### config.mk
export PLATFORM = sky130hd
export DESIGN_NAME = apb_mem_window_bridge
export DESIGN_NICKNAME = d
export VERILOG_FILES = /design/src/rtl/apb_mem_window_pkg.sv /design/src/rtl/apb_mem_window_decode.sv /design/src/rtl/apb_mem_window_bridge.sv
export SDC_FILE = /design/constraint.sdc
export NUM_CORES = 1
export LEC_CHECK = 0
export ABC_AREA = 1
export ABC_CLOCK_PERIOD_IN_PS = 4040
export CORE_AREA = 2 2 152 154
export CTS_CLUSTER_DIAMETER = 40
export DETAILED_ROUTE_END_ITERATION = 6
export DIE_AREA = 0 0 154 156
export DONT_BUFFER_PORTS = 1
export PLACE_DENSITY_LB_ADDON = 0.15
export SETUP_SLACK_MARGIN = 0.15
export SLEW_MARGIN = 20
export SYNTH_ARGS = -nofsm -noshare
export SYNTH_HDL_FRONTEND = slang
export SYNTH_SLANG_ARGS = --single-unit
### constraint.sdc
create_clock -name clk -period 4.04 [get_ports clk]
set_input_delay 0.606 -clock clk [delete_from_list [all_inputs] [get_ports clk]]
set_output_delay 0.606 -clock clk [all_outputs]
set_load 0.03 [all_outputs]
### src/rtl/apb_mem_window_pkg.sv
// Shared types, response codes and entry-geometry helpers for the APB memory window bridge.
package apb_mem_window_pkg;

   typedef logic [31:0] apbAddrT;
   typedef logic [31:0] apbDataT;

   typedef enum logic [1:0] {
      IDLE      = 2'd0,
      WR_COMMIT = 2'd1,
      RD_WAIT   = 2'd2,
      RD_RESP   = 2'd3
   } bridgeStateT;

   localparam apbDataT BADD_CODE    = 32'hBADD_C0DE;
   localparam apbDataT TIMEOUT_CODE = 32'hDEAD_0001;

   function automatic int wpe_f(input int entry_w);
      return (entry_w + 31) / 32;
   endfunction

   function automatic int wlog_f(input int entry_w);
      return $clog2(wpe_f(entry_w));
   endfunction

   // Byte distance between consecutive entries: word slots rounded up to a power of two.
   function automatic int stride_f(input int entry_w);
      return 4 << wlog_f(entry_w);
   endfunction

endpackage

### src/rtl/apb_mem_window_decode.sv
// Combinational APB address decode: paddr -> hit, table one-hot, entry index and word select.
module apb_mem_window_decode
   import apb_mem_window_pkg::*;
#(
   parameter int NUM_TABLES = 2,
   parameter int ENTRY_W = 64,
   parameter int IDX_W = 8,
   parameter logic [NUM_TABLES*32-1:0] TBL_BASE = {32'h100, 32'h0},
   parameter logic [NUM_TABLES*16-1:0] TBL_DEPTH = {16'd8, 16'd10},
   localparam int WPE = wpe_f(ENTRY_W),
   localparam int WLOG = wlog_f(ENTRY_W),
   localparam int WORD_W = (WLOG > 0) ? WLOG : 1
)(
   input  apbAddrT                 paddr,
   output logic                    hit,
   output logic [NUM_TABLES-1:0]   tbl,
   output logic [IDX_W-1:0]        idx,
   output logic [WORD_W-1:0]       word
);

   localparam int STRIDE = stride_f(ENTRY_W);
   localparam int SHIFT = 2 + WLOG;

   logic [NUM_TABLES-1:0] in_range;
   logic [IDX_W-1:0]      idx_t [NUM_TABLES];
   logic                  word_ok;

   for (genvar t = 0; t < NUM_TABLES; t++) begin : g_tbl
      localparam apbAddrT BASE = TBL_BASE[t*32 +: 32];
      localparam apbAddrT SPAN = apbAddrT'(TBL_DEPTH[t*16 +: 16]) * apbAddrT'(STRIDE);
      apbAddrT off;
      assign off         = paddr - BASE;
      assign in_range[t] = (paddr >= BASE) && (off < SPAN);
      assign idx_t[t]    = IDX_W'(off >> SHIFT);
   end

   if (WLOG > 0) begin : g_word
      assign word = paddr[SHIFT-1:2];
   end else begin : g_word1
      assign word = 1'b0;
   end

   assign word_ok = (int'(word) < WPE);

   // Tables are span-aligned and disjoint, so at most one index contributes.
   always_comb begin
      idx = '0;
      for (int t = 0; t < NUM_TABLES; t++)
         if (in_range[t]) idx |= idx_t[t];
   end

   assign tbl = word_ok ? in_range : '0;
   assign hit = |tbl;

endmodule

### src/rtl/apb_mem_window_bridge.sv
// APB slave mapping NUM_TABLES memory tables into one window with staged writes and snapshot reads.
// Optional read-wait timeout is compiled in with `define APBMEM_TIMEOUT_EN.
module apb_mem_window_bridge
   import apb_mem_window_pkg::*;
#(
   parameter int NUM_TABLES = 2,
   parameter int ENTRY_W = 64,
   parameter int IDX_W = 8,
   parameter logic [NUM_TABLES*32-1:0] TBL_BASE = {32'h100, 32'h0},
   parameter logic [NUM_TABLES*16-1:0] TBL_DEPTH = {16'd8, 16'd10},
   parameter int TIMEOUT = 64
)(
   input  logic                           clk,
   input  logic                           rst_n,
   input  logic                           psel,
   input  logic                           penable,
   input  logic                           pwrite,
   input  logic [31:0]                    paddr,
   input  logic [31:0]                    pwdata,
   output logic [31:0]                    prdata,
   output logic                           pready,
   output logic                           pslverr,
   output logic [NUM_TABLES-1:0]          mem_en,
   output logic                           mem_wr_en,
   output logic [IDX_W-1:0]               mem_addr,
   output logic [ENTRY_W-1:0]             mem_wdata,
   input  logic [NUM_TABLES*ENTRY_W-1:0]  mem_rdata,
   input  logic [NUM_TABLES-1:0]          mem_rvalid
);

   localparam int WPE = wpe_f(ENTRY_W);
   localparam int WLOG = wlog_f(ENTRY_W);
   localparam int WORD_W = (WLOG > 0) ? WLOG : 1;
   localparam int VEC_W = WPE * 32;
   localparam logic [WORD_W-1:0] LAST_WORD = WORD_W'(WPE - 1);

   bridgeStateT state, state_nxt;

   logic                  hit;
   logic [NUM_TABLES-1:0] tbl, tbl_q;
   logic [IDX_W-1:0]      idx;
   logic [WORD_W-1:0]     word;

   apbDataT               stage [WPE];
   logic [VEC_W-1:0]      snapshot, commit_vec, rdata_ext;
   logic [ENTRY_W-1:0]    rdata_sel;
   apbDataT               snap_word;
   logic                  access, rvalid_sel, timed_out, dropped, rd_err;

   apb_mem_window_decode #(
      .NUM_TABLES (NUM_TABLES),
      .ENTRY_W    (ENTRY_W),
      .IDX_W      (IDX_W),
      .TBL_BASE   (TBL_BASE),
      .TBL_DEPTH  (TBL_DEPTH)
   ) u_decode (
      .paddr (paddr),
      .hit   (hit),
      .tbl   (tbl),
      .idx   (idx),
      .word  (word)
   );

   assign access     = rst_n && psel && penable;
   assign rvalid_sel = |(mem_rvalid & tbl_q);
   assign snap_word  = apbDataT'(snapshot >> (32 * word));
   assign rdata_ext  = VEC_W'(rdata_sel);

   // Top staged word comes live from pwdata; the rest from the staging registers.
   always_comb begin
      commit_vec = '0;
      rdata_sel  = '0;
      for (int w = 0; w < WPE; w++)
         commit_vec[w*32 +: 32] = (w == WPE - 1) ? pwdata : stage[w];
      for (int t = 0; t < NUM_TABLES; t++)
         if (tbl_q[t]) rdata_sel = mem_rdata[t*ENTRY_W +: ENTRY_W];
   end

`ifdef APBMEM_TIMEOUT_EN
   localparam int CNT_W = $clog2(TIMEOUT + 1);
   logic [CNT_W-1:0] wait_cnt;

   always_ff @(posedge clk or negedge rst_n) begin
      if (!rst_n)               wait_cnt <= '0;
      else if (state != RD_WAIT) wait_cnt <= '0;
      else                      wait_cnt <= wait_cnt + CNT_W'(1);
   end

   assign timed_out = (state == RD_WAIT) && !rvalid_sel && (wait_cnt == CNT_W'(TIMEOUT - 1));
`else
   assign timed_out = 1'b0;
`endif

   always_comb begin
      state_nxt = state;
      pready    = 1'b0;
      pslverr   = 1'b0;
      prdata    = '0;
      case (state)
         IDLE: begin
            if (access) begin
               if (!hit) begin
                  pready  = 1'b1;
                  pslverr = 1'b1;
                  prdata  = pwrite ? '0 : BADD_CODE;
               end else if (pwrite) begin
                  if (word == LAST_WORD) state_nxt = WR_COMMIT;
                  else                   pready = 1'b1;
               end else if (word == '0) begin
                  state_nxt = RD_WAIT;
               end else begin
                  pready = 1'b1;
                  prdata = snap_word;
               end
            end
         end
         WR_COMMIT: begin
            pready    = psel && penable;
            state_nxt = IDLE;
         end
         RD_WAIT: begin
            if (rvalid_sel || timed_out) state_nxt = RD_RESP;
         end
         RD_RESP: begin
            state_nxt = IDLE;
            if (psel && penable && !dropped) begin
               pready  = 1'b1;
               pslverr = rd_err;
               prdata  = rd_err ? TIMEOUT_CODE : snapshot[31:0];
            end
         end
         default: state_nxt = IDLE;
      endcase
   end

   always_ff @(posedge clk or negedge rst_n) begin
      if (!rst_n) begin
         state     <= IDLE;
         tbl_q     <= '0;
         dropped   <= 1'b0;
         rd_err    <= 1'b0;
         snapshot  <= '0;
         mem_en    <= '0;
         mem_wr_en <= 1'b0;
         mem_addr  <= '0;
         mem_wdata <= '0;
         for (int w = 0; w < WPE; w++) stage[w] <= '0;
      end else begin
         state     <= state_nxt;
         mem_en    <= '0;
         mem_wr_en <= 1'b0;
         if (state == IDLE && access && hit) begin
            if (pwrite && word != LAST_WORD) begin
               stage[word] <= pwdata;
            end else if (pwrite) begin
               mem_en    <= tbl;
               mem_wr_en <= 1'b1;
               mem_addr  <= idx;
               mem_wdata <= ENTRY_W'(commit_vec);
               tbl_q     <= tbl;
            end else if (word == '0) begin
               mem_en  <= tbl;
               mem_addr <= idx;
               tbl_q   <= tbl;
               dropped <= 1'b0;
               rd_err  <= 1'b0;
            end
         end
         // A master that abandons the wait still lets the memory read finish.
         if (state == RD_WAIT) begin
            if (!psel) dropped <= 1'b1;
            if (rvalid_sel)     snapshot <= rdata_ext;
            else if (timed_out) rd_err   <= 1'b1;
         end
      end
   end

endmodule

After elaboration in Yosys (flattened, before gate mapping)

Index checks and enable logic that the tools add are counted.

Register bits: 208
Input bits: 199
Output and inout port bits: 109
Logic and storage cells: 100

Add/sub/neg operators: 1
Magnitude comparators: 6
Equality and inequality tests: 9
Shift operators: 1
Mux-type cells: 48
Bitwise gates (word level): 5
Reduce and logical (&&, ||, !) cells: 20

Operators with widths:

| cell                                                                    | count |
|---|---|
| 32-bit 2-to-1 mux                                                       | 7 |
| 64-bit 2-to-1 mux                                                       | 2 |
| 64-bit bitwise mux                                                      | 1 |
| 32-bit by 7-bit < comparator with 1-bit output (second input constant)  | 2 |
| 32-bit case mux with 2 select lines                                     | 1 |
| 64-bit by 6-bit right shift with 32-bit output                          | 1 |
| 32-bit demux with 1-bit select                                          | 1 |
| 32-bit by 1-bit >= comparator with 1-bit output (second input constant) | 1 |
| 32-bit by 9-bit >= comparator with 1-bit output (second input constant) | 1 |
| 8-bit 2-to-1 mux                                                        | 4 |
| 32-bit by 9-bit subtractor with 32-bit output (second input constant)   | 1 |
| 2-bit 2-to-1 mux                                                        | 12 |
| 1-bit 2-to-1 mux                                                        | 18 |
| 1-bit logical AND                                                       | 10 |
| 2-bit inequality test (second input constant)                           | 4 |
| 8-bit OR                                                                | 1 |
| 3-bit inequality test (second input constant)                           | 2 |
| 2-bit case mux with 3 select lines                                      | 1 |
| 3-bit AND reduction                                                     | 2 |
| 2-bit OR reduction                                                      | 3 |
| 5-bit AND reduction                                                     | 1 |
| 2-bit == test (second input constant)                                   | 2 |
| 2-bit AND reduction                                                     | 2 |
| 1-bit case mux with 3 select lines                                      | 1 |
| 8 further kinds                                                         | 9 |

Longest topological paths before layout

Gate-level depths: netlist of run 1.

Depth in word-level cells: 8
Depth in mapped cells: 20
Mapped depth without buffers: 19

Hierarchy

Synthesis of run 1 repeated with hierarchy kept, for this count alone.

Cell total of the unflattened synthesis: 1144
Area, all modules: 9133.8 sq um

Modules (own cells, without submodules):

| module                | times used | cells an instance | area each (sq um) | seq. area each (sq um) |
|---|---|---|---|---|
| apb_mem_window_bridge | 1          | 950               | 8187.9            | 4404.2 |
| apb_mem_window_decode | 1          | 194               | 945.9             | 0.0 |

Worst setup path before layout of run 1

Ideal clock, no wire load.

Path kind: input to output
From: in paddr[8]
To: out prdata[14]
Arrival: 2.740 ns
Data required time: 3.434 ns
Slack: 0.694 ns
Stages on the path: 17
Buffers on the path: 1
Cells stage by stage: inv_1 -> ha_1 -> nand2_1 -> nor2_4 -> nand3_1 -> nand2_1 -> nand2_1 -> nor2_1 -> nand2_1 -> nor2_1 -> nand2_2 -> nand2_4 -> nand2_2 -> nand2_2 -> buf_4 -> nand2_1 -> a21oi_1

Word-level cells in the longest chain between the ends: 7
Elaborated cells between the ends (all ways): 11
Classes of those cells: add/sub (1); order compare (4); mux (3); reduce/logical (3)

RTL lines:

| item                                           | RTL line                     | text |
|---|---|---|
| from (decl)                                    | apb_mem_window_bridge.sv:18  | `input logic [31:0] paddr,` |
| 32-bit by 9-bit subtractor with 32-bit output  | apb_mem_window_decode.sv:32  | `assign off = paddr - BASE;` |
| 32-bit by 7-bit < comparator with 1-bit output | apb_mem_window_decode.sv:33  | `assign in_range[t] = (paddr >= BASE) && (off < SPAN);` |
| 1-bit logical AND                              | apb_mem_window_decode.sv:33  |  |
| 2-bit OR reduction *                           | apb_mem_window_decode.sv:53  | `assign hit = \|tbl;` |
| 32-bit 2-to-1 mux *                            | apb_mem_window_bridge.sv:102 | `if (!hit) begin` |
| 32-bit 2-to-1 mux *                            | apb_mem_window_bridge.sv:101 | `if (access) begin` |
| 32-bit case mux with 2 select lines *          | apb_mem_window_bridge.sv:99  | `case (state)` |
| to (decl)                                      | apb_mem_window_bridge.sv:20  | `output logic [31:0] prdata,` |

Mark *: on every way between the ends. The rest lies on a longest branch, timed or not.

Worst setup path in the final report of run 1

From: in paddr[8]
To: out prdata[10]

Same word-level chain as after synthesis.

==> impl_metrics.tcl, run 1 <==
set metrics [dict create \
    syn_avg_cell_area_sq_um 7.48 \
    clock_tree.htree_level_count 4 \
    cts_root_buffer "sky130_fd_sc_hd__clkbuf_16" \
    post_layout_nonfiller_instances 1499 \
    whs_ns -0.129 \
    cellLeakagePower_nw 4.81 \
    hp-class "in2async" \
    setup-tns-final_ns 0 \
    initial_core_util_pct 40.5 \
    crit_buf_inv 3 \
    first_pass_grt_wire_length_mm 44.9 \
    ys.warnings.count 0 \
    worst_setup_path_start_kind "input port" \
    grt_use_total_pct 23.7 \
    detail_route.wl_per_cell_um 19.1 \
    syn-cell-area_sq_mm 0.00905 \
    final-max-slew-violation-count 0 \
    layout-area-overhead-vs-synth_pct 10.6 \
    dieHeight_um 156 \
    post_route_cells_drive_above_1_share_pct 8.57 \
    port_buffers 0 \
    worst_path_dominant_cell_family "simple AND/OR/NAND/NOR gates" \
    async_flop_share_pct 100 \
    synth.yosys.seq_area_share_pct 48.7 \
    regArea_sq_mm 0.00441 \
    design.die.area_sq_mm 0.0240 \
    post_synth_num_cell_types 30 \
    ir_worst_vdd_v 0.000248 \
    synth.net_count 1418 \
    final.min_clock_period_ns 3.62 \
    cts_tree "built" \
    multi_input_comb_area_sq_mm 0.00408 \
    final_nets 1409 \
    ctsLongestPathBuffers 2 \
    run_status "finished, violations left" \
    setup_repair_after_global_routing_missed_its_margin "false" \
    cp_data_required_time_ns 3.43 \
    die_width_um 154 \
    vias 8091 \
    routed_via_density 5.40 \
    worst_slew_pin_slew_ns 0.775 \
    clock_skew_ns 0.0227 \
    core-area_sq_mm 0.0224 \
    finalHoldViolations 176 \
    dr.first_iter.drc_count 587 \
    final_cell_mix "sky130_fd_sc_hd__nand2_1, sky130_fd_sc_hd__dfrtp_1, sky130_fd_sc_hd__nor2_1" \
    grt_remaining_overflow 0 \
    cts_sinks 176 \
    report.final.setup_viol 0 \
    final.period_utilization_pct 89.5 \
    crit_path_frequent_cell "sky130_fd_sc_hd__nand2_1" \
    worst-path-max-fanout 35 \
    worst-setup-path-type "in2out" \
    drtAntennaViolNets 0 \
    drt-total-wl_mm 28.7 \
    worstReg2RegStart "state[0]" \
    post-place-ws_ns 0.446 \
    final_common_cell "sky130_fd_sc_hd__nand2_1" \
    final_hpwl_dp_mm 19.7 \
    row_count 55 \
    p_per_area_mw_per_mm2 350 \
    post-layout-total-power_mw 3.50 \
    num_io_pins 308 \
    timing.final.ws_setup_ns 0.423 \
    drv_cap 0 \
    violations "negative hold slack" \
    edff_count_synth 0 \
    timing.critical_path.slowest_cell_delay_ns 0.36 \
    final_weighted_congestion_in_routability_driven_placement 0.915 \
    detail_route.drc_violations 0 \
    tritoncts.num_buffers 17 \
    fill_cells 2348 \
    timing.slew.headroom_pct 48.3 \
    maximum_operating_frequency_mhz 276 \
    grt_start_max_net_pins 178 \
    yosys_register_bits 176 \
    synth_flop_cell "sky130_fd_sc_hd__dfrtp_1" \
    placed_cells 1467 \
    path_cells "inv_1 > ha_1 > nand2_1 > nor2_4 > nand3_1 > nand2_1 > nand2_1 > nor2_1 > nand2_1 > nor2_1 > nand2_2 > nand2_4 > buf_4 > nand4_1 > a21oi_1 > buf_4" \
    worst_skew_pair.late_latency_ns 0.43 \
    critical_path.endpoint_type "output port" \
    initial_antenna_violation_count 0 \
    cp_data_arrival_time_ns 3.01 \
    number_of_global_route_vias_before_repair 7991 \
    drt_pass1_iterations 5 \
    insertedDiodeCount 0 \
    critPathSlowestCell "sky130_fd_sc_hd__buf_4" \
    synth_cells 1210 \
    setup.worst_path.start "paddr[8]" \
    clkTransAtPathRegs_ns 0.07 \
]
==> flip-flops by register name, summed over array words and instances, names as in the netlist <==
register / cells
dropped: 1
mem_wdata: 64
mem_addr: 8
state: 2
tbl_q: 2
mem_en: 2
commit_vec: 32
mem_wr_en: 1
snapshot: 64
==> per-layer routing <==
| layer | routed length, um | track usage, % |
|---|---|---|
| met5 | 0 | 0 |
| met4 | 833 | 8.68 |
| met3 | 2080 | 6.28 |
| met2 | 13600 | 38.7 |
| met1 | 12200 | 30.3 |
==> through the flow <==
step | util [%] | instance area (sq um)
2_1_floorplan | - | 9050
3_3_place_gp | 42.2 | 9430
3_5_place_dp | 42.2 | 9430
4_1_cts | 44.8 | 10000
5_1_grt | 44.8 | 10000
6_report | 44.8 | 10000
==> power by group <==
part | internal [mW] | switching [mW]
sequential | 1.76 | 0.00194
combinational | 0.0324 | 0.0770
clock | 0.842 | 0.789
==> cells by family after synthesis <==
logic type | after synthesis | synth area share (%)
fa+ha+maj | 9 | 1.24
xor+xnor | 2 | 0.194
buf+inv | 128 | 6.51
simple gates | 713 | 32.3
flops | 176 | 48.7
compound gates | 182 | 11.1
==> final timing paths <==
| kind | to | slack, ns | cells after the start |
|---|---|---|---|
| max in group asynchronous | tbl_q[1] | 3.83 | 0 |
| min in group clk | mem_wdata[50] | 0.29 | 2 |
| hold reg to reg | mem_wdata[13] | 0.47 | 2 |
| setup reg to reg | mem_wdata[63] | 1.77 | 10 |
| hold / removal | commit_vec[7] | -0.13 | 0 |
| setup / recovery | prdata[10] | 0.42 | 16 |
==> cells in the mapped netlist (9+ instances only) <==
cell type / instances / area, sq um
sky130_fd_sc_hd__nand2_1: 438 / 1640
sky130_fd_sc_hd__dfrtp_1: 176 / 4400
sky130_fd_sc_hd__nor2_1: 125 / 469
sky130_fd_sc_hd__nand3_1: 115 / 576
sky130_fd_sc_hd__a31oi_1: 64 / 400
sky130_fd_sc_hd__o21ai_1: 61 / 305
sky130_fd_sc_hd__clkbuf_1: 50 / 188
sky130_fd_sc_hd__inv_1: 47 / 176
sky130_fd_sc_hd__a21oi_1: 34 / 170
sky130_fd_sc_hd__o21ai_0: 19 / 95.1
sky130_fd_sc_hd__nand4_1: 18 / 113
sky130_fd_sc_hd__buf_6: 12 / 135
sky130_fd_sc_hd__buf_2: 9 / 45.0
sky130_fd_sc_hd__ha_1: 9 / 113
==> cell type report <==
| type | count | share of cell area [%] |
|---|---|---|
| Timing Repair Buffer | 51 | 4.07 |
| Multi-Input combinational cell | 906 | 40.7 |
| Clock inverter | 13 | 1.37 |
| Sequential cell | 176 | 44.0 |
| Clock buffer | 19 | 4.42 |
| Inverter | 49 | 1.84 |
| Tap cell | 285 | 3.56 |
==> worst register-to-register path, cell delays in order, from the launching register on <==
cell and delay, ns:
sky130_fd_sc_hd__dfrtp_1 0.42, sky130_fd_sc_hd__inv_1 0.10, sky130_fd_sc_hd__ha_1 0.17, sky130_fd_sc_hd__inv_1 0.08, sky130_fd_sc_hd__nor2_2 0.10, sky130_fd_sc_hd__buf_4 0.27
sky130_fd_sc_hd__nand2_2 0.16, sky130_fd_sc_hd__nor2_4 0.42, sky130_fd_sc_hd__buf_12 0.30, sky130_fd_sc_hd__nand2_1 0.13, sky130_fd_sc_hd__nand2_1 0.08
==> what timing repair did <==
item                                    in CTS  in global routing
endpoints found under the setup margin       0                  0
buffers inserted                             0                  0
resized for setup                            0                  0
endpoints found under the hold margin      176                176
Note: power is estimated with default switching activity, not from simulation.
==> run 2, diff against run 1 <==
Settings changed: ABC_CLOCK_PERIOD_IN_PS 4040 to 3450, CAP_MARGIN set to 25.
Clock period 4.04 ns to 3.45 ns, I/O delays scaled along.
==> impl_metrics.tcl, run 2 (same netlist as run 1, synthesis figures left out) <==
set metrics [dict create \
    critical_path.endpoint_type "output port" \
    timing.slew.headroom_pct 41.3 \
    placed_cells 1474 \
    grt_start_max_net_pins 178 \
    number_of_global_route_vias_before_repair 7974 \
    row_count 55 \
    tritoncts.num_buffers 17 \
    insertedDiodeCount 0 \
    hp-class "in2async" \
    grt_remaining_overflow 0 \
    vias 8160 \
    num_io_pins 308 \
    final_design_area_no_fill_sq_mm 0.0101 \
    dr.first_iter.drc_count 493 \
    p_int_mw 3.09 \
    layout-area-overhead-vs-synth_pct 12.1 \
    clock_tree.htree_level_count 4 \
    drv_cap 0 \
    setup-tns-final_ns 0 \
    cts_root_buffer "sky130_fd_sc_hd__clkbuf_16" \
    routed_via_density 5.41 \
    final-max-slew-violation-count 0 \
    p_switching_mw 1.03 \
    timing.final.ws_setup_ns 0.355 \
    cellLeakagePower_nw 4.87 \
    post-layout-total-power_mw 4.12 \
    placement.cell_area_sq_mm 0.00950 \
    post_layout_nonfiller_instances 1507 \
    report.final.setup_viol 0 \
    design.die.area_sq_mm 0.0240 \
    final_cell_mix "sky130_fd_sc_hd__nand2_1, sky130_fd_sc_hd__dfrtp_1, sky130_fd_sc_hd__nor2_1" \
    pwr-share-comb_pct 3.2 \
    final.period_utilization_pct 89.7 \
    cts_sinks 176 \
    initial_antenna_violation_count 0 \
    setup_repair_after_global_routing_missed_its_margin "false" \
    ir_worst_vdd_v 0.000290 \
    first_pass_grt_wire_length_mm 44.9 \
    finalHoldViolations 176 \
    cp_data_required_time_ns 2.93 \
    clock_power_share_pct 46.6 \
    cts_tree "built" \
    detail_route.drc_violations 0 \
    detail_route.wl_per_cell_um 19.2 \
    clkTransAtPathRegs_ns 0.08 \
    final_weighted_congestion_in_routability_driven_placement 0.897 \
    worst-setup-path-type "in2out" \
    maximum_operating_frequency_mhz 323 \
    final_hpwl_dp_mm 19.9 \
    drtAntennaViolNets 0 \
    worst-path-max-fanout 18 \
    p_per_area_mw_per_mm2 406 \
    initial_core_util_pct 40.5 \
    drt_pass1_iterations 7 \
    port_buffers 0 \
    clock_skew_ns 0.0111 \
    run_status "finished, violations left" \
    post_route_cells_drive_above_1_share_pct 9.74 \
    whs_ns -0.220 \
    switching_share_pct 25.0 \
    violations "negative hold slack" \
    grt_use_total_pct 23.7 \
    drt-total-wl_mm 28.9 \
    core-area_sq_mm 0.0224 \
    worst_setup_path_start_kind "input port" \
    cp_data_arrival_time_ns 2.58 \
    final.min_clock_period_ns 3.09 \
    final_common_cell "sky130_fd_sc_hd__nand2_1" \
    post-cts-setup-buffer-count 0 \
    worst_skew_pair.late_latency_ns 0.43 \
    dieHeight_um 156 \
    worst_slew_pin_slew_ns 0.880 \
    p_seq_share_pct 50.2 \
    final_nets 1417 \
    post-place-ws_ns 0.204 \
    ctsLongestPathBuffers 2 \
    die_width_um 154 \
]
==> run 2: cell count changes in the layout (fill, tap and decap cells not counted), sizes merged <==
cell,delta
clkinv,-1
buf,+7
inv,+2
==> run 2: timing repair <==
item | CTS | global route
resized for setup | 0 | 10
setup endpoints to repair | 0 | 32
endpoints found under the hold margin | 176 | 176
==> run 2: power by group through the flow <==
stage          clock, mW  combinational [mW]  sequential (mW)
3_3_place_gp           0               0.128             2.11
4_1_cts             1.97               0.129             2.07
5_1_grt             2.06               0.147             2.07
2_1_floorplan          0              0.0919             2.11
6_report            1.92               0.132             2.07
3_5_place_dp           0               0.128             2.11
==> run 2: routing by layer <==
metal  vias to the layer above  share of wire (%)  global-route usage (%)
li1                       3956                  -                       -
met1                      3859                 42                    29.9
met2                       294                 48                    39.3
met3                        51                7.5                    6.58
met4                         0                3.1                    8.54
met5                         -                  0                       0
==> run 2: worst max-delay path: stages <==
cell	delay (ns)
sky130_fd_sc_hd__inv_1	0.15
sky130_fd_sc_hd__ha_4	0.18
sky130_fd_sc_hd__nand2_2	0.09
sky130_fd_sc_hd__nor2_4	0.17
sky130_fd_sc_hd__nand3_1	0.09
sky130_fd_sc_hd__nand2_1	0.08
sky130_fd_sc_hd__nand2_1	0.05
sky130_fd_sc_hd__nor2_1	0.08
sky130_fd_sc_hd__nand2_1	0.06
sky130_fd_sc_hd__nor2_1	0.13
sky130_fd_sc_hd__nand2_2	0.14
sky130_fd_sc_hd__nand2_4	0.14
sky130_fd_sc_hd__buf_12	0.17
sky130_fd_sc_hd__nand4_1	0.18
sky130_fd_sc_hd__a21oi_2	0.17
sky130_fd_sc_hd__buf_4	0.17
==> run 2: final timing paths <==
path | startpoint | to | slack [ns] | cells after the start
max | paddr[8] | prdata[24] | 0.36 | 16
min | rst_n | mem_wdata[7] | -0.22 | 0
max reg2reg | state[0] | commit_vec[12] | 0.94 | 12
min reg2reg | commit_vec[24] | mem_wdata[24] | 0.47 | 2
max in group asynchronous | rst_n | tbl_q[1] | 3.23 | 0
min in group clk | pwdata[18] | mem_wdata[50] | 0.20 | 2
==> run 2: cell type report <==
| type | count | area, sq um |
|---|---|---|
| clock buffers | 18 | 439 |
| clock inverters | 14 | 138 |
| fillers | 2294 | 12200 |
| inverters | 49 | 184 |
| multi-input cells | 906 | 4120 |
| flip-flops and latches | 176 | 4410 |
| well taps | 285 | 357 |
| repair buffers | 59 | 498 |
==> run 2: through the flow <==
| step | util (%) | hold slack (ns) |
|---|---|---|
| final | 45.4 | -0.220 |
| after global routing | 45.4 | -0.254 |
| after CTS | 45.0 | -0.241 |
| after detailed placement | 42.5 | 0.228 |
| after global placement | 42.5 | 0.228 |
| after floorplan | - | 0.222 |
